## config.mk

```make
export PLATFORM = sky130hd
export DESIGN_NAME = sat_sub_accumulator
export DESIGN_NICKNAME = d
export VERILOG_FILES = /design/src/rtl/sat_sub_accumulator.sv
export SDC_FILE = /design/constraint.sdc
export NUM_CORES = 1
export LEC_CHECK = 0
export CORE_ASPECT_RATIO = 1.2
export CORE_MARGIN = 2
export CORE_UTILIZATION = 50
export DETAILED_ROUTE_END_ITERATION = 16
export PLACE_DENSITY_LB_ADDON = 0.15
export SLEW_MARGIN = 20
export SYNTH_ARGS = -nofsm -noshare
export SYNTH_HDL_FRONTEND = slang
export SYNTH_SLANG_ARGS = --single-unit
```

## constraint.sdc

```tcl
create_clock -name clk -period 4.8 [get_ports clk]
set_input_delay 0.48 -clock clk [delete_from_list [all_inputs] [get_ports clk]]
set_output_delay 0.48 -clock clk [all_outputs]
set_load 0.01 [all_outputs]
```

## src/rtl/sat_sub_accumulator.sv

```systemverilog
// Streaming signed saturating subtract-accumulator.
// Each accepted operand either reloads the accumulator or is subtracted from it.
// Overflow clamps to the signed extremes instead of wrapping.
// The result leaves through a single registered valid/ready output stage.
module sat_sub_accumulator #(
  parameter int WIDTH     = 32,
  parameter int CNT_WIDTH = 16
) (
  input  logic                 clk,
  input  logic                 rst_n,
  input  logic                 in_valid,
  output logic                 in_ready,
  input  logic                 in_load,
  input  logic [WIDTH-1:0]     in_data,
  output logic                 out_valid,
  input  logic                 out_ready,
  output logic [WIDTH-1:0]     out_data,
  output logic                 out_sat,
  output logic                 sat_sticky,
  output logic [CNT_WIDTH-1:0] sat_count
);

  localparam logic signed [WIDTH-1:0] P_MAX   = {1'b0, {(WIDTH-1){1'b1}}};
  localparam logic signed [WIDTH-1:0] N_MAX   = {1'b1, {(WIDTH-1){1'b0}}};
  localparam logic [CNT_WIDTH-1:0]    CNT_MAX = '1;

  typedef struct packed {
    logic                    sat;
    logic signed [WIDTH-1:0] val;
  } sub_t;

  // Overflow is detected from sign bits alone: it can only occur when the
  // operands differ in sign and the wrapped result takes the subtrahend's sign.
  function automatic sub_t sat_sub(input logic signed [WIDTH-1:0] a,
                                   input logic signed [WIDTH-1:0] b);
    sub_t                    r;
    logic signed [WIDTH-1:0] raw;
    raw   = a - b;
    r.sat = 1'b0;
    r.val = raw;
    if (!a[WIDTH-1] && b[WIDTH-1] && raw[WIDTH-1]) begin
      r.sat = 1'b1;
      r.val = P_MAX;
    end else if (a[WIDTH-1] && !b[WIDTH-1] && !raw[WIDTH-1]) begin
      r.sat = 1'b1;
      r.val = N_MAX;
    end
    return r;
  endfunction

  // Event counter that sticks at all-ones rather than wrapping.
  function automatic logic [CNT_WIDTH-1:0] sat_inc(input logic [CNT_WIDTH-1:0] c);
    return (c == CNT_MAX) ? c : c + CNT_WIDTH'(1);
  endfunction

  logic signed [WIDTH-1:0] operand_p0;
  sub_t                    sub_p0;
  logic signed [WIDTH-1:0] nxt_val_p0;
  logic                    nxt_sat_p0;
  logic                    fire_p0;

  // The accumulator doubles as the output data register: out_data always
  // shows the accumulator value produced by the most recent accepted operand.
  logic signed [WIDTH-1:0] acc_p1;
  logic                    sat_p1;
  logic                    vld_p1;
  logic                    sticky_p1;
  logic [CNT_WIDTH-1:0]    count_p1;

  // Stage 0: operand decode and saturating subtract
  assign operand_p0 = in_data;
  assign sub_p0     = sat_sub(acc_p1, operand_p0);
  assign nxt_val_p0 = in_load ? operand_p0 : sub_p0.val;
  assign nxt_sat_p0 = !in_load && sub_p0.sat;

  // The output slot can take a new result when empty or being drained now.
  assign in_ready = !vld_p1 || out_ready;
  assign fire_p0  = in_valid && in_ready;

  // Stage 1: accumulator / result register, updated only on an accepted operand
  always_ff @(posedge clk or negedge rst_n) begin
    if (!rst_n) begin
      acc_p1 <= '0;
      sat_p1 <= 1'b0;
    end else if (fire_p0) begin
      acc_p1 <= nxt_val_p0;
      sat_p1 <= nxt_sat_p0;
    end
  end

  // Output valid: set on accept, cleared when consumed with nothing new behind it
  always_ff @(posedge clk or negedge rst_n) begin
    if (!rst_n) begin
      vld_p1 <= 1'b0;
    end else if (fire_p0) begin
      vld_p1 <= 1'b1;
    end else if (out_ready) begin
      vld_p1 <= 1'b0;
    end
  end

  // Sticky clamp flag: a load starts a fresh run, any clamp marks it
  always_ff @(posedge clk or negedge rst_n) begin
    if (!rst_n) begin
      sticky_p1 <= 1'b0;
    end else if (fire_p0) begin
      if (in_load) begin
        sticky_p1 <= 1'b0;
      end else if (nxt_sat_p0) begin
        sticky_p1 <= 1'b1;
      end
    end
  end

  // Clamp event counter; loads do not clear it, only reset does
  always_ff @(posedge clk or negedge rst_n) begin
    if (!rst_n) begin
      count_p1 <= '0;
    end else if (fire_p0 && nxt_sat_p0) begin
      count_p1 <= sat_inc(count_p1);
    end
  end

  assign out_valid  = vld_p1;
  assign out_data   = acc_p1;
  assign out_sat    = sat_p1;
  assign sat_sticky = sticky_p1;
  assign sat_count  = count_p1;

endmodule
```

[Yosys cells after proc, flatten, opt, wreduce, memory -nomap -nowiden]
Index checks and enable logic that the tools add are counted.
Cells by class
  equal/unequal tests: 1
  add/sub/neg operators: 2
  bitwise operators: 1
  multiplexer cells: 7
  reduce and logical (&&, ||, !) cells: 17
Operators by type and width (count)
  two-way mux 33 bit: 2
  two-way mux 32 bit: 1
  subtractor 32 bit: 1
  adder 16 x 1 -> 16 bit, second input constant: 1
  equality test 16 bit, second input constant: 1
  logical AND 1 bit: 7
  zero test 1 bit: 5
  two-way mux 1 bit: 4
  AND reduction 2 bit: 2
  nonzero test 2 bit: 2
  logical OR 1 bit: 1
  inverter 1 bit: 1
Storage, ports and cells
  input bits: 37
  bits in registers: 51

[Longest topological paths before layout]
  depth after elaboration: 8
  depth in mapped cells: 20
  gate-level depth less buffers: 18

[Worst setup path before layout]
Ideal clock, no wire load.
  path type: input-to-reg
  from: in in_data[5]
  to: reg count_p1[15] (netlist: sat_count[15])
  buffers on the path: 1
  slack: 0.571 ns
  arrival time: 4.150 ns
  setup time: 0.079 ns
  cell stages on the path: 19
  cells stage by stage: inv_1 > ha_1 > and3_1 > a21boi_2 > or2_1 > a21oi_1 > o31a_1 > o21ai_1 > a21o_1 > a21oi_1 > fa_1 > and2_0 > clkbuf_1 > o21ai_1 > a311oi_4 > and4_4 > nand2b_4 > nor3_2 > xor2_1
On the way
  longest elaborated chain between the ends: 8
RTL lines
  start, declared: RTL line 14  | input logic [WIDTH-1:0] in_data,
  subtractor 32 bit *: RTL line 38  | raw = a - b;
  zero test 1 bit: RTL line 44  | end else if (a[WIDTH-1] && !b[WIDTH-1] && !raw[WIDTH-1]) begin
  logical AND 1 bit: RTL line 44
  two-way mux 33 bit: RTL line 44
  two-way mux 33 bit *: RTL line 41  | if (!a[WIDTH-1] && b[WIDTH-1] && raw[WIDTH-1]) begin
  logical AND 1 bit *: RTL line 74  | assign nxt_sat_p0 = !in_load && sub_p0.sat;
  logical AND 1 bit *: RTL line 119  | end else if (fire_p0 && nxt_sat_p0) begin
  AND reduction 2 bit (no line) *
  end signal, assigned: RTL line 120  | count_p1 <= sat_inc(count_p1);
  end, declared: RTL line 68  | logic [CNT_WIDTH-1:0] count_p1;
Mark *: on every way between the ends. The rest lies on a longest branch, timed or not.
A chain may end at the register's enable or synchronous reset.

[Worst setup path after layout]
  from: in in_data[4]
  to: reg count_p1[8] (netlist: sat_count[8])
Same word-level chain as after synthesis.

==> metrics.txt <==
# TYPE chip_impl_metric gauge
chip_impl_metric{name="area_delta_synth_final",unit="%"} 27.88
chip_impl_metric{name="ios",unit=""} 89
chip_impl_metric{name="number_of_placed_instances_taps_included",unit=""} 730
chip_impl_metric{name="final_core_utilization",unit="%"} 64.70
chip_impl_metric{name="total_leakage_power",unit="nW"} 2.488
chip_impl_metric{name="synth_top_area_share",unit="%"} 29.77
chip_impl_info{name="cts_tree",value="built"} 1
chip_impl_info{name="critical_path.startpoint_type",value="input port"} 1
chip_impl_metric{name="worst-endpoint-required",unit="ns"} 5.02
chip_impl_info{name="ys_top_cells_by_count",value="sky130_fd_sc_hd__nand2_1, sky130_fd_sc_hd__o21ai_0, sky130_fd_sc_hd__dfrtp_1"} 1
chip_impl_info{name="synth_area_leaders",value="sky130_fd_sc_hd__dfrtp_1, sky130_fd_sc_hd__ha_1, sky130_fd_sc_hd__o21ai_0, sky130_fd_sc_hd__a21oi_1, sky130_fd_sc_hd__nand2_1"} 1
chip_impl_metric{name="post-cts-setup-buffers",unit=""} 0
chip_impl_info{name="crit_path_cell_trace",value="clkdlybuf4s50_1, inv_1, ha_1, a21o_1, a21o_1, or2_1, a21oi_1, o31a_1, o21ai_1, a21o_1, a21oi_1, fa_1, nor2b_1, o21ai_1, a311oi_4, buf_4, and2_1, nand3_1, xnor2_1"} 1
chip_impl_metric{name="crit_path_time_final",unit="ns"} 4.454
chip_impl_info{name="grt_setup_unrepaired",value="false"} 1
chip_impl_metric{name="synth_cells",unit=""} 527
chip_impl_metric{name="synth-async-reset-ratio",unit="%"} 100.0
chip_impl_metric{name="multiInputGateArea",unit="µm²"} 2766
chip_impl_metric{name="worst_skew_late_latency",unit="ns"} 0.33
chip_impl_metric{name="synthesis.yosys.warnings",unit=""} 0
chip_impl_metric{name="final.period_utilization",unit="%"} 92.80
chip_impl_metric{name="mappedNetlistArea",unit="µm²"} 4287
chip_impl_info{name="path_delay_family",value="compound AO/OA/AOI/OAI gates"} 1
chip_impl_metric{name="grt_pass1_vias",unit=""} 4174
chip_impl_metric{name="power.ir.vdd_worst",unit="mV"} 0.2063
chip_impl_metric{name="residual_drc",unit=""} 0
chip_impl_metric{name="cts-hold-fix-buffers",unit=""} 0
chip_impl_metric{name="final-hold-violation-count",unit=""} 0
chip_impl_metric{name="place.gp.congestion",unit=""} 0.9582
chip_impl_metric{name="number_of_filler_instances_in_the_final_layout",unit=""} 778
chip_impl_metric{name="report.final.setup_viol",unit=""} 0
chip_impl_info{name="end_kind",value="flip-flop"} 1
chip_impl_metric{name="layoutNonFillerInstCount",unit=""} 738
chip_impl_metric{name="syn_avg_cell_area",unit="µm²"} 8.134
chip_impl_metric{name="row_count",unit=""} 37
chip_impl_metric{name="antenna_left",unit=""} 0
chip_impl_metric{name="first_pass_iters",unit=""} 5
chip_impl_metric{name="cts.htree.levels",unit=""} 2
chip_impl_metric{name="grt-ovfl-total",unit=""} 0
chip_impl_info{name="path_common_cell",value="sky130_fd_sc_hd__a21o_1"} 1
chip_impl_metric{name="cts_buffer_depth",unit=""} 2
chip_impl_metric{name="drive_gt1_share",unit="%"} 7.407
chip_impl_metric{name="fmax",unit="GHz"} 0.2245
chip_impl_info{name="synthDominantAreaCellType",value="sky130_fd_sc_hd__dfrtp_1"} 1
chip_impl_metric{name="routed_via_density",unit=""} 5.748
chip_impl_metric{name="timing_worst_slew_pin_value",unit="ns"} 0.6751
chip_impl_info{name="standard_cell_with_the_maximum_stage_delay_on_the_critical_path",value="sky130_fd_sc_hd__clkdlybuf4s50_1"} 1
chip_impl_metric{name="clock_skew",unit="ns"} 0.008013
chip_impl_metric{name="syn-num-nets",unit=""} 600
chip_impl_metric{name="reg2reg_depth",unit=""} 17
chip_impl_metric{name="postRouteWirelength",unit="mm"} 11.59
chip_impl_metric{name="detailedRoute.firstIterationViolations",unit=""} 248
chip_impl_metric{name="portBuffers",unit=""} 88
chip_impl_info{name="cts.root.buffer_cell",value="sky130_fd_sc_hd__clkbuf_8"} 1
chip_impl_metric{name="total_power",unit="mW"} 2.706
chip_impl_info{name="type_of_the_worst_min_delay_path",value="input port to asynchronous set/reset pin"} 1
chip_impl_metric{name="synth-edff-count",unit=""} 0
chip_impl_metric{name="clock-sinks",unit=""} 51
chip_impl_metric{name="fp.dieH",unit="µm"} 105.4
chip_impl_metric{name="worst_ep_arrival_time",unit="ns"} 4.67
chip_impl_metric{name="cap_violations",unit=""} 0
chip_impl_metric{name="cp.buffers_inverters",unit=""} 3
chip_impl_metric{name="initial_core_util",unit="%"} 50.60
chip_impl_metric{name="via_count",unit=""} 4242
chip_impl_metric{name="post-route-worst-setup-slack",unit="ns"} 0.3456
chip_impl_metric{name="synthDistinctLibCells",unit=""} 65
chip_impl_info{name="reg_to_reg_critical_path_endpoint",value="sat_count[8]"} 1
chip_impl_metric{name="cts_repair_resize_count",unit=""} 0
chip_impl_metric{name="cp_max_stage_delay",unit="ns"} 0.48
chip_impl_metric{name="grt_antenna_before_repair",unit=""} 0
chip_impl_metric{name="ys_seq_elements",unit=""} 51
chip_impl_metric{name="die_width",unit="µm"} 88.53
chip_impl_metric{name="timing.slew.headroom",unit="%"} 55.00
chip_impl_metric{name="die-area",unit="µm²"} 9333
chip_impl_metric{name="num_antenna_cells",unit=""} 0
chip_impl_metric{name="inserted_clock_buffers",unit=""} 5
chip_impl_metric{name="finalMaxSlewViolations",unit=""} 0
chip_impl_info{name="predominant_post_synthesis_flop_cell",value="sky130_fd_sc_hd__dfrtp_1"} 1
chip_impl_metric{name="power_density",unit="nW/µm²"} 493.6
chip_impl_metric{name="final_nets",unit=""} 693
chip_impl_info{name="synth_most_common_cell",value="sky130_fd_sc_hd__nand2_1"} 1
chip_impl_metric{name="global_route_wire_length_before_repair",unit="mm"} 19.17
chip_impl_metric{name="rrSetupSlack",unit="ns"} 0.61
chip_impl_info{name="status",value="finished, final reports clean"} 1
chip_impl_metric{name="seq_area_frac_synth",unit="%"} 29.77
chip_impl_info{name="critical_path.reg2reg.startpoint",value="out_data[5]"} 1
chip_impl_info{name="crit_type",value="input port to flip-flop"} 1
chip_impl_metric{name="grt_use_total",unit="%"} 25.62
chip_impl_metric{name="placement.setup.worst_slack",unit="ns"} -0.01260
chip_impl_metric{name="routedWlPerCell",unit="µm"} 15.71
chip_impl_metric{name="seq_area",unit="µm²"} 1276
chip_impl_metric{name="post-dp-hpwl",unit="mm"} 8.511
chip_impl_metric{name="path_max_fanout",unit=""} 5
chip_impl_metric{name="core-area",unit="µm²"} 8472
chip_impl_metric{name="path_clk_slew",unit="ns"} 0.11
chip_impl_metric{name="grt_max_degree",unit=""} 52
[layout make-up]
cell class / instances / area share (%)
clock buffer: 5 / 1.255
sequential: 51 / 23.28
clock inverter: 3 / 0.8674
multi-input combinational: 412 / 50.47
inverter: 44 / 3.013
timing repair buffer: 106 / 18.44
tap: 117 / 2.671
[cells in the final DEF (no fill, tap or decap), types with 2 or more instances in the layout]
| cell | n |
|---|---|
| sky130_fd_sc_hd__ha_1 | 34 |
| sky130_fd_sc_hd__nor2b_1 | 3 |
| sky130_fd_sc_hd__fa_1 | 2 |
| sky130_fd_sc_hd__a31oi_1 | 7 |
| sky130_fd_sc_hd__and2_0 | 2 |
| sky130_fd_sc_hd__nand2b_1 | 8 |
| sky130_fd_sc_hd__a211oi_1 | 2 |
| sky130_fd_sc_hd__xor2_1 | 21 |
| sky130_fd_sc_hd__clkbuf_8 | 5 |
| sky130_fd_sc_hd__inv_1 | 44 |
| sky130_fd_sc_hd__and4_4 | 3 |
| sky130_fd_sc_hd__a21o_1 | 17 |
| sky130_fd_sc_hd__nor3_1 | 4 |
| sky130_fd_sc_hd__nand3_1 | 13 |
| sky130_fd_sc_hd__o21a_1 | 2 |
| sky130_fd_sc_hd__a221oi_1 | 2 |
| sky130_fd_sc_hd__nor2_1 | 37 |
| sky130_fd_sc_hd__buf_4 | 18 |
| sky130_fd_sc_hd__dfrtp_1 | 51 |
| sky130_fd_sc_hd__o211ai_1 | 7 |
| sky130_fd_sc_hd__a22oi_1 | 5 |
| sky130_fd_sc_hd__a311oi_1 | 4 |
| sky130_fd_sc_hd__o21bai_1 | 5 |
| sky130_fd_sc_hd__and3_1 | 6 |
| sky130_fd_sc_hd__mux2i_1 | 2 |
| sky130_fd_sc_hd__clkdlybuf4s50_1 | 87 |
| sky130_fd_sc_hd__o21ai_1 | 19 |
| sky130_fd_sc_hd__nand4_1 | 5 |
| sky130_fd_sc_hd__xnor2_1 | 17 |
| sky130_fd_sc_hd__o21ai_0 | 52 |
| sky130_fd_sc_hd__a21oi_1 | 45 |
| sky130_fd_sc_hd__a21boi_2 | 2 |
| sky130_fd_sc_hd__nand2_1 | 54 |
[stage by stage]
stage / setup TNS (ns) / cell area, µm² / hold WS, ns
finish: 0 / 5482 / 0.2612
detailed placement: -0.01260 / 5365 / 0.4826
CTS: 0 / 5482 / 0.2947
global route: 0 / 5482 / 0.3347
floorplan: 0 / 4287 / 0.1844
global placement: 0 / 5365 / 0.4790
[worst max path at each step]
stage	start	end	slack [ns]	cells past startpoint
global placement	in_data[4]	sat_count[8]	0.17	19
global route	in_data[5]	sat_count[8]	0.13	19
CTS	in_data[4]	sat_count[8]	0.32	19
floorplan	in_data[5]	sat_count[15]	0.57	19
detailed placement	in_data[4]	sat_count[8]	-0.01	19
finish	in_data[4]	sat_count[8]	0.35	19
[worst reg2reg max path, delay by kind of cell, from the launching register on]
kind                       cells  cell delay (ns)
and+or+nand+nor                5             0.92
AOI/OAI and AO/OA              8             1.50
xor gates and xnor gates       1             0.14
buffers and inverters          1             0.19
adders and majority gates      2             0.91
DFF                            1             0.43
[logic make-up (layout without fill, tap and decap cells)]
logic type,Yosys count,in the layout,share of synthesized area [%]
AO/OA/AOI/OAI,189,189,28.66
AND/OR/NAND/NOR,146,146,16.52
buffers and inverters,64,158,5.692
flip-flops,51,51,29.77
XOR/XNOR,38,38,7.764
adder cells (fa/ha/maj),36,36,10.86
multiplexers,3,3,0.7297
[metal layers]
layer	share of wire [%]	vias to the layer above	track usage [%]	routed length (µm)
met1	42	1993	31.74	4887
met2	49	163	43.72	5710
met4	3.1	0	10.17	354
met5	0	-	0	0
met3	5.5	33	4.072	639
li1	-	2053	-	-
[report_power, final]
group	leakage (nW)	switching [mW]	internal, mW
logic	1.81	0.913	0.806
registers	0.621	0.111	0.547
clock network	0.0587	0.171	0.159
total	2.49	1.19	1.51
[registers in the layout (all words and copies together), names as in the netlist]
register and flops:
out_data 32, sat_sticky 1, out_sat 1, out_valid 1, sat_count 16
No activity file was read; power rests on OpenSTA's default activity.
